File: config.mk
export PLATFORM = sky130hd
export DESIGN_NAME = add16_seq_ctrl_flat
export DESIGN_NICKNAME = d
export VERILOG_FILES = /design/src/rtl/add16_seq_ctrl_if.sv /design/src/rtl/add16_seq_ctrl.sv /design/src/flat_wrapper.sv
export SDC_FILE = /design/constraint.sdc
export NUM_CORES = 1
export LEC_CHECK = 0
export BUFFER_PORTS_ARGS = -buffer_cell sky130_fd_sc_hd__buf_2
export CORE_MARGIN = 4
export CORE_UTILIZATION = 46
export CTS_CLUSTER_SIZE = 16
export DETAILED_ROUTE_END_ITERATION = 10
export GPL_TIMING_DRIVEN = 1
export PLACE_DENSITY = 0.69
export SLEW_MARGIN = 15
export SYNTH_ARGS = -nofsm -noshare
export SYNTH_HDL_FRONTEND = slang
export SYNTH_SLANG_ARGS = --single-unit
File: constraint.sdc
create_clock -name clk -period 4.05 [get_ports clk]
set_clock_uncertainty 0.2 [all_clocks]
set_input_delay 0.2025 -clock clk [delete_from_list [all_inputs] [get_ports clk]]
set_output_delay 0.2025 -clock clk [all_outputs]
set_load 0.1 [all_outputs]
File: src/rtl/add16_seq_ctrl_if.sv
`default_nettype none
// ============================================================================
// Module      : add16_seq_ctrl_if
// Description : Request/result bundle for the nibble-serial 16-bit adder.
//               master drives the request and sees the status/result;
//               slave (the adder) sees the request and drives status/result.
// Signals     : start  - request a new operation (taken only while ready=1)
//               sub    - 0 = A+B, 1 = A-B, captured with start
//               a, b   - 16-bit operands, captured with start
//               ready  - idle and able to accept start
//               busy   - nibble operations in progress
//               done   - one-cycle pulse marking a valid result
//               sum    - 16-bit result word
//               cout   - carry out of bit 15 (subtract: 1 = no borrow)
//               ovf    - two's-complement signed overflow
// Revision    : 1.0 - initial release
// ============================================================================
interface add16_seq_ctrl_if;
  logic        start;
  logic        sub;
  logic [15:0] a;
  logic [15:0] b;
  logic        ready;
  logic        busy;
  logic        done;
  logic [15:0] sum;
  logic        cout;
  logic        ovf;

  modport master (
    output start,
    output sub,
    output a,
    output b,
    input  ready,
    input  busy,
    input  done,
    input  sum,
    input  cout,
    input  ovf
  );

  modport slave (
    input  start,
    input  sub,
    input  a,
    input  b,
    output ready,
    output busy,
    output done,
    output sum,
    output cout,
    output ovf
  );
endinterface
`default_nettype wire

File: src/rtl/add16_seq_ctrl.sv
`default_nettype none
// ============================================================================
// Module      : fulladd4bit
// Description : 4-bit ripple-carry adder slice built from four full adders.
// Ports       : a_i[3:0], b_i[3:0] - addends
//               c_i                - carry in
//               s_o[3:0]           - sum
//               c_o                - carry out of bit 3
// Revision    : 1.0 - initial release
// ============================================================================
module fulladd4bit (
  input  wire logic [3:0] a_i,
  input  wire logic [3:0] b_i,
  input  wire logic       c_i,
  output logic      [3:0] s_o,
  output logic            c_o
);

  // w_c[k] is the carry into bit k; w_c[4] leaves the slice.
  logic [4:0] w_c;

  assign w_c[0] = c_i;

  generate
    for (genvar k = 0; k < 4; k++) begin : g_bit
      assign s_o[k]   = a_i[k] ^ b_i[k] ^ w_c[k];
      assign w_c[k+1] = (a_i[k] & b_i[k]) | (w_c[k] & (a_i[k] ^ b_i[k]));
    end
  endgenerate

  assign c_o = w_c[4];

endmodule

// ============================================================================
// Module      : add16_seq_ctrl
// Description : 16-bit add/subtract computed nibble-serially on a single
//               fulladd4bit slice, least-significant nibble first.
//               IDLE -> RUN (4 cycles) -> DONE (1 cycle) -> IDLE.
// Ports       : clk  - rising-edge clock
//               rst  - synchronous, active-high reset
//               bus  - add16_seq_ctrl_if.slave (start/sub/a/b in,
//                      ready/busy/done/sum/cout/ovf out)
// Revision    : 1.0 - initial release
// ============================================================================
module add16_seq_ctrl (
  input  wire logic         clk,
  input  wire logic         rst,
  add16_seq_ctrl_if.slave   bus
);

  typedef enum logic [1:0] {
    IDLE = 2'd0,
    RUN  = 2'd1,
    DONE = 2'd2
  } state_t;

  state_t      state_q;
  logic [1:0]  idx_q;     // nibble currently being processed
  logic        carry_q;   // carry into the current nibble
  logic [15:0] opa_q;
  logic [15:0] opb_q;     // already inverted for subtract
  logic [15:0] sum_q;
  logic        cout_q;
  logic        ovf_q;
  logic        ready_q;
  logic        busy_q;
  logic        done_q;

  // Slice inputs are the selected nibble of each captured operand.
  logic [3:0]  w_nib_a;
  logic [3:0]  w_nib_b;
  logic [3:0]  w_nib_s;
  logic        w_nib_c;
  logic [4:0]  w_base;

  assign w_base  = {1'b0, idx_q, 2'b00};
  assign w_nib_a = opa_q[w_base +: 4];
  assign w_nib_b = opb_q[w_base +: 4];

  fulladd4bit u_slice (
    .a_i (w_nib_a),
    .b_i (w_nib_b),
    .c_i (carry_q),
    .s_o (w_nib_s),
    .c_o (w_nib_c)
  );

  always_ff @(posedge clk) begin
    if (rst) begin
      state_q <= IDLE;
      idx_q   <= 2'd0;
      carry_q <= 1'b0;
      opa_q   <= 16'h0000;
      opb_q   <= 16'h0000;
      sum_q   <= 16'h0000;
      cout_q  <= 1'b0;
      ovf_q   <= 1'b0;
      ready_q <= 1'b1;
      busy_q  <= 1'b0;
      done_q  <= 1'b0;
    end else begin
      case (state_q)
        IDLE: begin
          if (bus.start) begin
            // Subtract is A + ~B + 1: invert B here and seed carry with 1.
            opa_q   <= bus.a;
            opb_q   <= bus.sub ? ~bus.b : bus.b;
            carry_q <= bus.sub;
            idx_q   <= 2'd0;
            state_q <= RUN;
            ready_q <= 1'b0;
            busy_q  <= 1'b1;
            done_q  <= 1'b0;
          end
        end

        RUN: begin
          sum_q[w_base +: 4] <= w_nib_s;
          carry_q            <= w_nib_c;
          idx_q              <= idx_q + 2'd1;
          if (idx_q == 2'd3) begin
            // Final carry leaves through cout only; it never feeds bit 0.
            cout_q  <= w_nib_c;
            // w_nib_s[3] is the new sum[15].
            ovf_q   <= (opa_q[15] == opb_q[15]) && (w_nib_s[3] != opa_q[15]);
            state_q <= DONE;
            busy_q  <= 1'b0;
            done_q  <= 1'b1;
          end
        end

        DONE: begin
          state_q <= IDLE;
          done_q  <= 1'b0;
          ready_q <= 1'b1;
        end

        default: begin
          state_q <= IDLE;
          ready_q <= 1'b1;
          busy_q  <= 1'b0;
          done_q  <= 1'b0;
        end
      endcase
    end
  end

  assign bus.ready = ready_q;
  assign bus.busy  = busy_q;
  assign bus.done  = done_q;
  assign bus.sum   = sum_q;
  assign bus.cout  = cout_q;
  assign bus.ovf   = ovf_q;

endmodule
`default_nettype wire

File: src/flat_wrapper.sv
// flat-port wrapper written by rule: the top's interface ports become plain ports
module add16_seq_ctrl_flat 
  (clk, rst, bus_start, bus_sub, bus_a, bus_b, bus_ready, bus_busy, bus_done, bus_sum, bus_cout, bus_ovf);
  add16_seq_ctrl_if bus_i ();
  input  wire logic clk;
  input  wire logic rst;
  input wire logic [$bits(bus_i.start)-1:0] bus_start;
  input wire logic [$bits(bus_i.sub)-1:0] bus_sub;
  input wire logic [$bits(bus_i.a)-1:0] bus_a;
  input wire logic [$bits(bus_i.b)-1:0] bus_b;
  output wire logic [$bits(bus_i.ready)-1:0] bus_ready;
  output wire logic [$bits(bus_i.busy)-1:0] bus_busy;
  output wire logic [$bits(bus_i.done)-1:0] bus_done;
  output wire logic [$bits(bus_i.sum)-1:0] bus_sum;
  output wire logic [$bits(bus_i.cout)-1:0] bus_cout;
  output wire logic [$bits(bus_i.ovf)-1:0] bus_ovf;
  assign bus_i.start = bus_start;
  assign bus_i.sub = bus_sub;
  assign bus_i.a = bus_a;
  assign bus_i.b = bus_b;
  assign bus_ready = bus_i.ready;
  assign bus_busy = bus_i.busy;
  assign bus_done = bus_i.done;
  assign bus_sum = bus_i.sum;
  assign bus_cout = bus_i.cout;
  assign bus_ovf = bus_i.ovf;
  add16_seq_ctrl u_core (.clk(clk), .rst(rst), .bus(bus_i));
endmodule
======== After elaboration in Yosys (flattened, before gate mapping) ========
Index checks and enable logic that the tools add are counted.
operators by class
  shift-type cells ........................ 4
  bitwise gates (word level) .............. 23
  reductions and logical operators ........ 9
  mux-type cells .......................... 16
  equality and inequality tests ........... 7
  add/subtract/negate cells ............... 2
operators by type and width
  kind                                                                     number
  16-bit by 5-bit variable part select with 4-bit output                   2
  16-bit bitwise mux                                                       1
  16-bit 2-to-1 mux                                                        1
  16-bit inverter                                                          1
  4-bit by 7-bit variable shift with 16-bit output, first input constant   1
  4-bit by 7-bit variable part select with 16-bit output                   1
  2-bit AND reduction                                                      5
  1-bit AND                                                                8
  2-bit case mux with 2 select lines                                       2
  1-bit XOR                                                                8
  4-bit negator with 7-bit output                                          1
  2-bit 2-to-1 mux                                                         3
  1-bit case mux with 2 select lines                                       3
  1-bit 2-to-1 mux                                                         5
  2-bit equality test, second input constant                               2
  1-bit bitwise OR                                                         4
  1-bit case mux with 3 select lines                                       1
  3-bit AND reduction                                                      1
  2-bit by 1-bit adder with 2-bit output, second input constant            1
  2-bit by 1-bit equality test with 1-bit output, second input constant    1
  2-bit logical NOT                                                        1
  2-bit by 1-bit inequality test with 1-bit output, second input constant  1
  2-bit inequality test, second input constant                             1
  1-bit inverter                                                           2
  4 further kinds                                                          4
storage, ports and cells
  input port bits ......................... 36
  flip-flop bits (word level) ............. 58

======== Longest topological paths before layout ========
  depth in word-level cells ............... 11
  depth in mapped cells ................... 13
  mapped depth without buffers ............ 12

======== Modules after synthesis ========
From an unflattened synthesis, not the netlist that was laid out.
second synthesis, totals
  cell total of the unflattened synthesis .. 289
  area, all modules ....................... 2676.3 um^2
modules (own cells, without submodules)
  module          area each (um^2)  cells each  times used  sequential area each (um^2)
  add16_seq_ctrl  2558.7            275         1           1141.1
  fulladd4bit     117.6             14          1           0.0

======== Worst setup path before layout ========
Ideal clock, no wire load.
  path kind ............................... register to register
  start ................................... reg u_core.idx_q[0]
  end ..................................... reg u_core.sum_q[10], in the netlist u_core.bus.sum[10]
  data arrival time ....................... 2.857 ns
  slack ................................... 0.922 ns
  library setup time ...................... 0.070 ns
  path buffers ............................ 1
  stages on the path, launching flop included .. 8
  required time ........................... 3.780 ns
  clock period less this slack ............ 3.128 ns
  cell sequence ........................... dfxtp_1 > buf_2 > mux4_2 > fa_1 > inv_1 > fa_1 > or4_1 > a21oi_1
between the ends
  word-level cells in the longest chain between the ends .. 11
RTL lines
  item                                                                              line                                        RTL
  start: declaration                                                                add16_seq_ctrl.sv:59                        logic [1:0] idx_q;
  start signal: assignment                                                          add16_seq_ctrl.sv:121                       idx_q <= idx_q + 2'd1;
  16-bit by 5-bit variable part select with 4-bit output, on equally long branches  add16_seq_ctrl.sv:78, add16_seq_ctrl.sv:79
  1-bit XOR                                                                         add16_seq_ctrl.sv:26, add16_seq_ctrl.sv:27
  1-bit AND                                                                         add16_seq_ctrl.sv:27                        assign w_c[k+1] = (a_i[k] & b_i[k]) | (w_c[k] & (a_i[k] ^ b_i[k]));
  1-bit bitwise OR                                                                  add16_seq_ctrl.sv:27
  1-bit AND                                                                         add16_seq_ctrl.sv:27
  1-bit bitwise OR                                                                  add16_seq_ctrl.sv:27
  1-bit AND                                                                         add16_seq_ctrl.sv:27
  1-bit bitwise OR                                                                  add16_seq_ctrl.sv:27
  1-bit XOR                                                                         add16_seq_ctrl.sv:26                        assign s_o[k] = a_i[k] ^ b_i[k] ^ w_c[k];
  4-bit by 7-bit variable part select with 16-bit output                            add16_seq_ctrl.sv:119                       sum_q[w_base +: 4] <= w_nib_s;
  16-bit bitwise mux (*)                                                            add16_seq_ctrl.sv:119
  end signal: indexed assignment                                                    add16_seq_ctrl.sv:119
  end: declaration                                                                  add16_seq_ctrl.sv:63                        logic [15:0] sum_q;
Mark *: on every way between the ends. The rest lies on a longest branch, timed or not.
A chain may end at the register's enable or synchronous reset.

======== Final worst setup path ========
  start ................................... reg u_core.idx_q[0]
  end ..................................... reg u_core.sum_q[6], in the netlist u_core.bus.sum[6]
The elaborated chain is that of the path after synthesis.

==> results_dict.tcl <==
set metrics [dict create \
    outcome "completed" \
    grt_pass1_wl_mm 10.6 \
    grt_max_degree 64 \
    crit_path_start_kind "register" \
    ir_drop_mv 0.220 \
    layout_common_cells "dfxtp_1, buf_2, nand2_1" \
    switching_power_uw 363 \
    post-route-min-period_ns 3.37 \
    wl_per_cell_microns 13.5 \
    worst_pin_slew_ns 1.07 \
    postCtsSetupRepairBufs 0 \
    vias_per_cell 5.09 \
    std_cell_rows 27 \
    fmax_mhz 297 \
    cts_tree "built" \
    p_comb_frac 0.180 \
    critPathCaptureType "register" \
    area_growth_pct 30.0 \
    min_path_type "in2reg" \
    slew_viol_final 0 \
    syn_area_sq_um 2650 \
    cp_max_fo 9 \
    cp.required_ns 4.11 \
    numCtsBuffers 9 \
    synth_edf_count 0 \
    antenna-diode-count 0 \
    worstSetupPathDepth 9 \
    internal_power_uw 910 \
    max_slew_margin 0.285 \
    synth_top_flop_cell "dfxtp_1" \
    slowest_delay_ns 0.65 \
    cts_root_buf "clkbuf_8" \
    setup_violations 0 \
    first_global_vias 2215 \
    critical_path_class "reg2reg" \
    drt-total-wl_mm 6.00 \
    synthCells 286 \
    synth.distinct_cells 29 \
    swShare 0.285 \
    avgSynthCellArea_sq_um 9.25 \
    critical_path_arrival_ns 3.43 \
    rsz0062_at_grt "false" \
    htreeDepth 3 \
    hold_violations 0 \
    routed-wl-met3_microns 287 \
    timing.critical_path.to "u_core.bus.sum[6]" \
    die_area_sq_um 7030 \
    clk_latency_ns 0.34 \
    hold_buffers 32 \
    highest_layer "met4" \
    critPathTopFamily "adder cells" \
    die_y_microns 83.8 \
    crit_start "u_core.idx_q[0]" \
    worstPathCellList "mux4_2, inv_1, fa_1, inv_1, fa_1, inv_1, fa_1, or4_1, a21oi_1" \
    critical_path_buf_inv_count 3 \
    pwr-share-seq 0.482 \
    p_clk_frac 0.339 \
    yosys_warnings 0 \
    drcViolationCount 0 \
    grt-ovfl-total 0 \
    ios 57 \
    reg2reg_to "u_core.bus.sum[6]" \
    dp_hpwl_mm 3.96 \
    grt_usage 0.188 \
    clk_path_buf_depth 2 \
    fin_crit_sh 0.833 \
    antenna_found_initial 0 \
    fin_tns_setup_ns 0 \
    drt-pass1-iter-count 4 \
    ys_ff_latch 57 \
    rrSetupSlack_ns 0.68 \
    vias 2261 \
    final_nets 413 \
    maxCapViolCount 0 \
    ys_seq_area_frac 0.431 \
    p_leak_uw 0.00138 \
    synth-async-reset-ratio 0 \
    post_cts_resized 0 \
    place_congestion 0.803 \
    power.density_nw_per_um2 370 \
    crit_slowest_cell "dfxtp_1" \
    drive_gt1_frac 0.223 \
    reg2reg_from "u_core.idx_q[0]" \
    chipWidth_microns 83.8 \
    ant_nets 0 \
    cts.clk_slew.worst_paths_ns 0.07 \
    synth_nets 332 \
    drtIter0Drc 89 \
    port_buffers 56 \
    start_util 0.478 \
    coreArea_sq_um 5540 \
    wl_met1_mm 2.65 \
    hold_ws_ns 0.0226 \
    r2r.worst_path.cells 9 \
    final_common_cell "dfxtp_1" \
    cts_sinks 57 \
    wl_met2_mm 2.98 \
]
==> through the flow <==
step | power, uW | instance area [sq um] | util | std cells | worst slack [ns]
after floorplan | 773 | 2650 | - | 286 | 0.922
after global placement | 827 | 2970 | 0.535 | 396 | 0.738
after detailed placement | 830 | 2970 | 0.535 | 396 | 0.660
after CTS | 1280 | 3440 | 0.621 | 444 | 0.640
after global routing | 1330 | 3440 | 0.621 | 444 | 0.350
final | 1270 | 3440 | 0.621 | 444 | 0.678
==> power by group through the flow <==
stage                     sequential, uW  clock (uW)  combinational [uW]
after global routing                 617         464                 254
final                                613         432                 229
after global placement               625           0                 201
after detailed placement             626           0                 204
after CTS                            614         443                 228
after floorplan                      645           0                 127
==> registers in the layout (all words and copies together), names as in the netlist <==
name              flops
u_core.bus.busy       1
u_core.bus.ready      1
u_core.bus.done       1
u_core.opa_q         16
u_core.carry_q        1
u_core.bus.ovf        1
u_core.opb_q         16
u_core.bus.sum       16
u_core.idx_q          2
u_core.state_q        1
u_core.bus.cout       1
==> cell families after synthesis <==
kind of cell,after synthesis,synth area share
simple gates,98,0.181
xor+xnor,16,0.0530
flops,57,0.431
fa+ha+maj,10,0.0586
mux,11,0.0794
compound gates,59,0.144
buf+inv,35,0.0530
==> cell type report <==
cell class,instances,area [sq um]
fillers,490,2100
multi-input cells,194,1370
flip-flops and latches,57,1140
repair buffers,90,628
clock buffers,12,135
well taps,72,90.1
inverters,15,56.3
clock inverters,4,20.0
==> tightest hold or removal path, delay by kind of cell <==
kind / cells / cell delay, ns
buffers and inverters: 1 / 0.13
multiplexers: 1 / 0.12
AND/OR/NAND/NOR: 1 / 0.05
==> cell usage after synthesis, drive strengths merged (4+ instances only) <==
library cell	instances	area, sq um
nand3b	4	30.0
nor2b	5	33.8
or4	4	30.0
ha	6	75.1
o32ai	8	70.1
inv	15	56.3
buf	7	35.0
fa	4	80.1
clkbuf	13	48.8
a21oi	29	145
nand2	41	154
nor2	24	90.1
xnor2	16	140
a211oi	17	128
mux4	8	180
dfxtp	57	1140
nand4	5	31.3
nand2b	7	43.8
==> worst min-delay path by stage <==
| stage | slack [ns] | cells past startpoint | to | from |
|---|---|---|---|---|
| after floorplan | 0.14 | 2 | u_core.opa_q[0] | bus_a[0] |
| after global placement | 0.24 | 2 | u_core.bus.sum[9] | u_core.bus.sum[9] |
| after detailed placement | 0.24 | 2 | u_core.bus.sum[5] | u_core.bus.sum[5] |
| after CTS | 0.01 | 3 | u_core.state_q[0] | bus_start |
| after global routing | 0.06 | 3 | u_core.state_q[0] | bus_start |
| final | 0.02 | 3 | u_core.state_q[0] | bus_start |
==> routing by layer <==
layer  GRT usage  vias to the layer above
li1            -                     1156
met5           0                        -
met3      0.0444                        9
met2       0.312                       53
met1       0.233                     1043
met4      0.0789                        0
No activity file was read; power rests on OpenSTA's default activity.
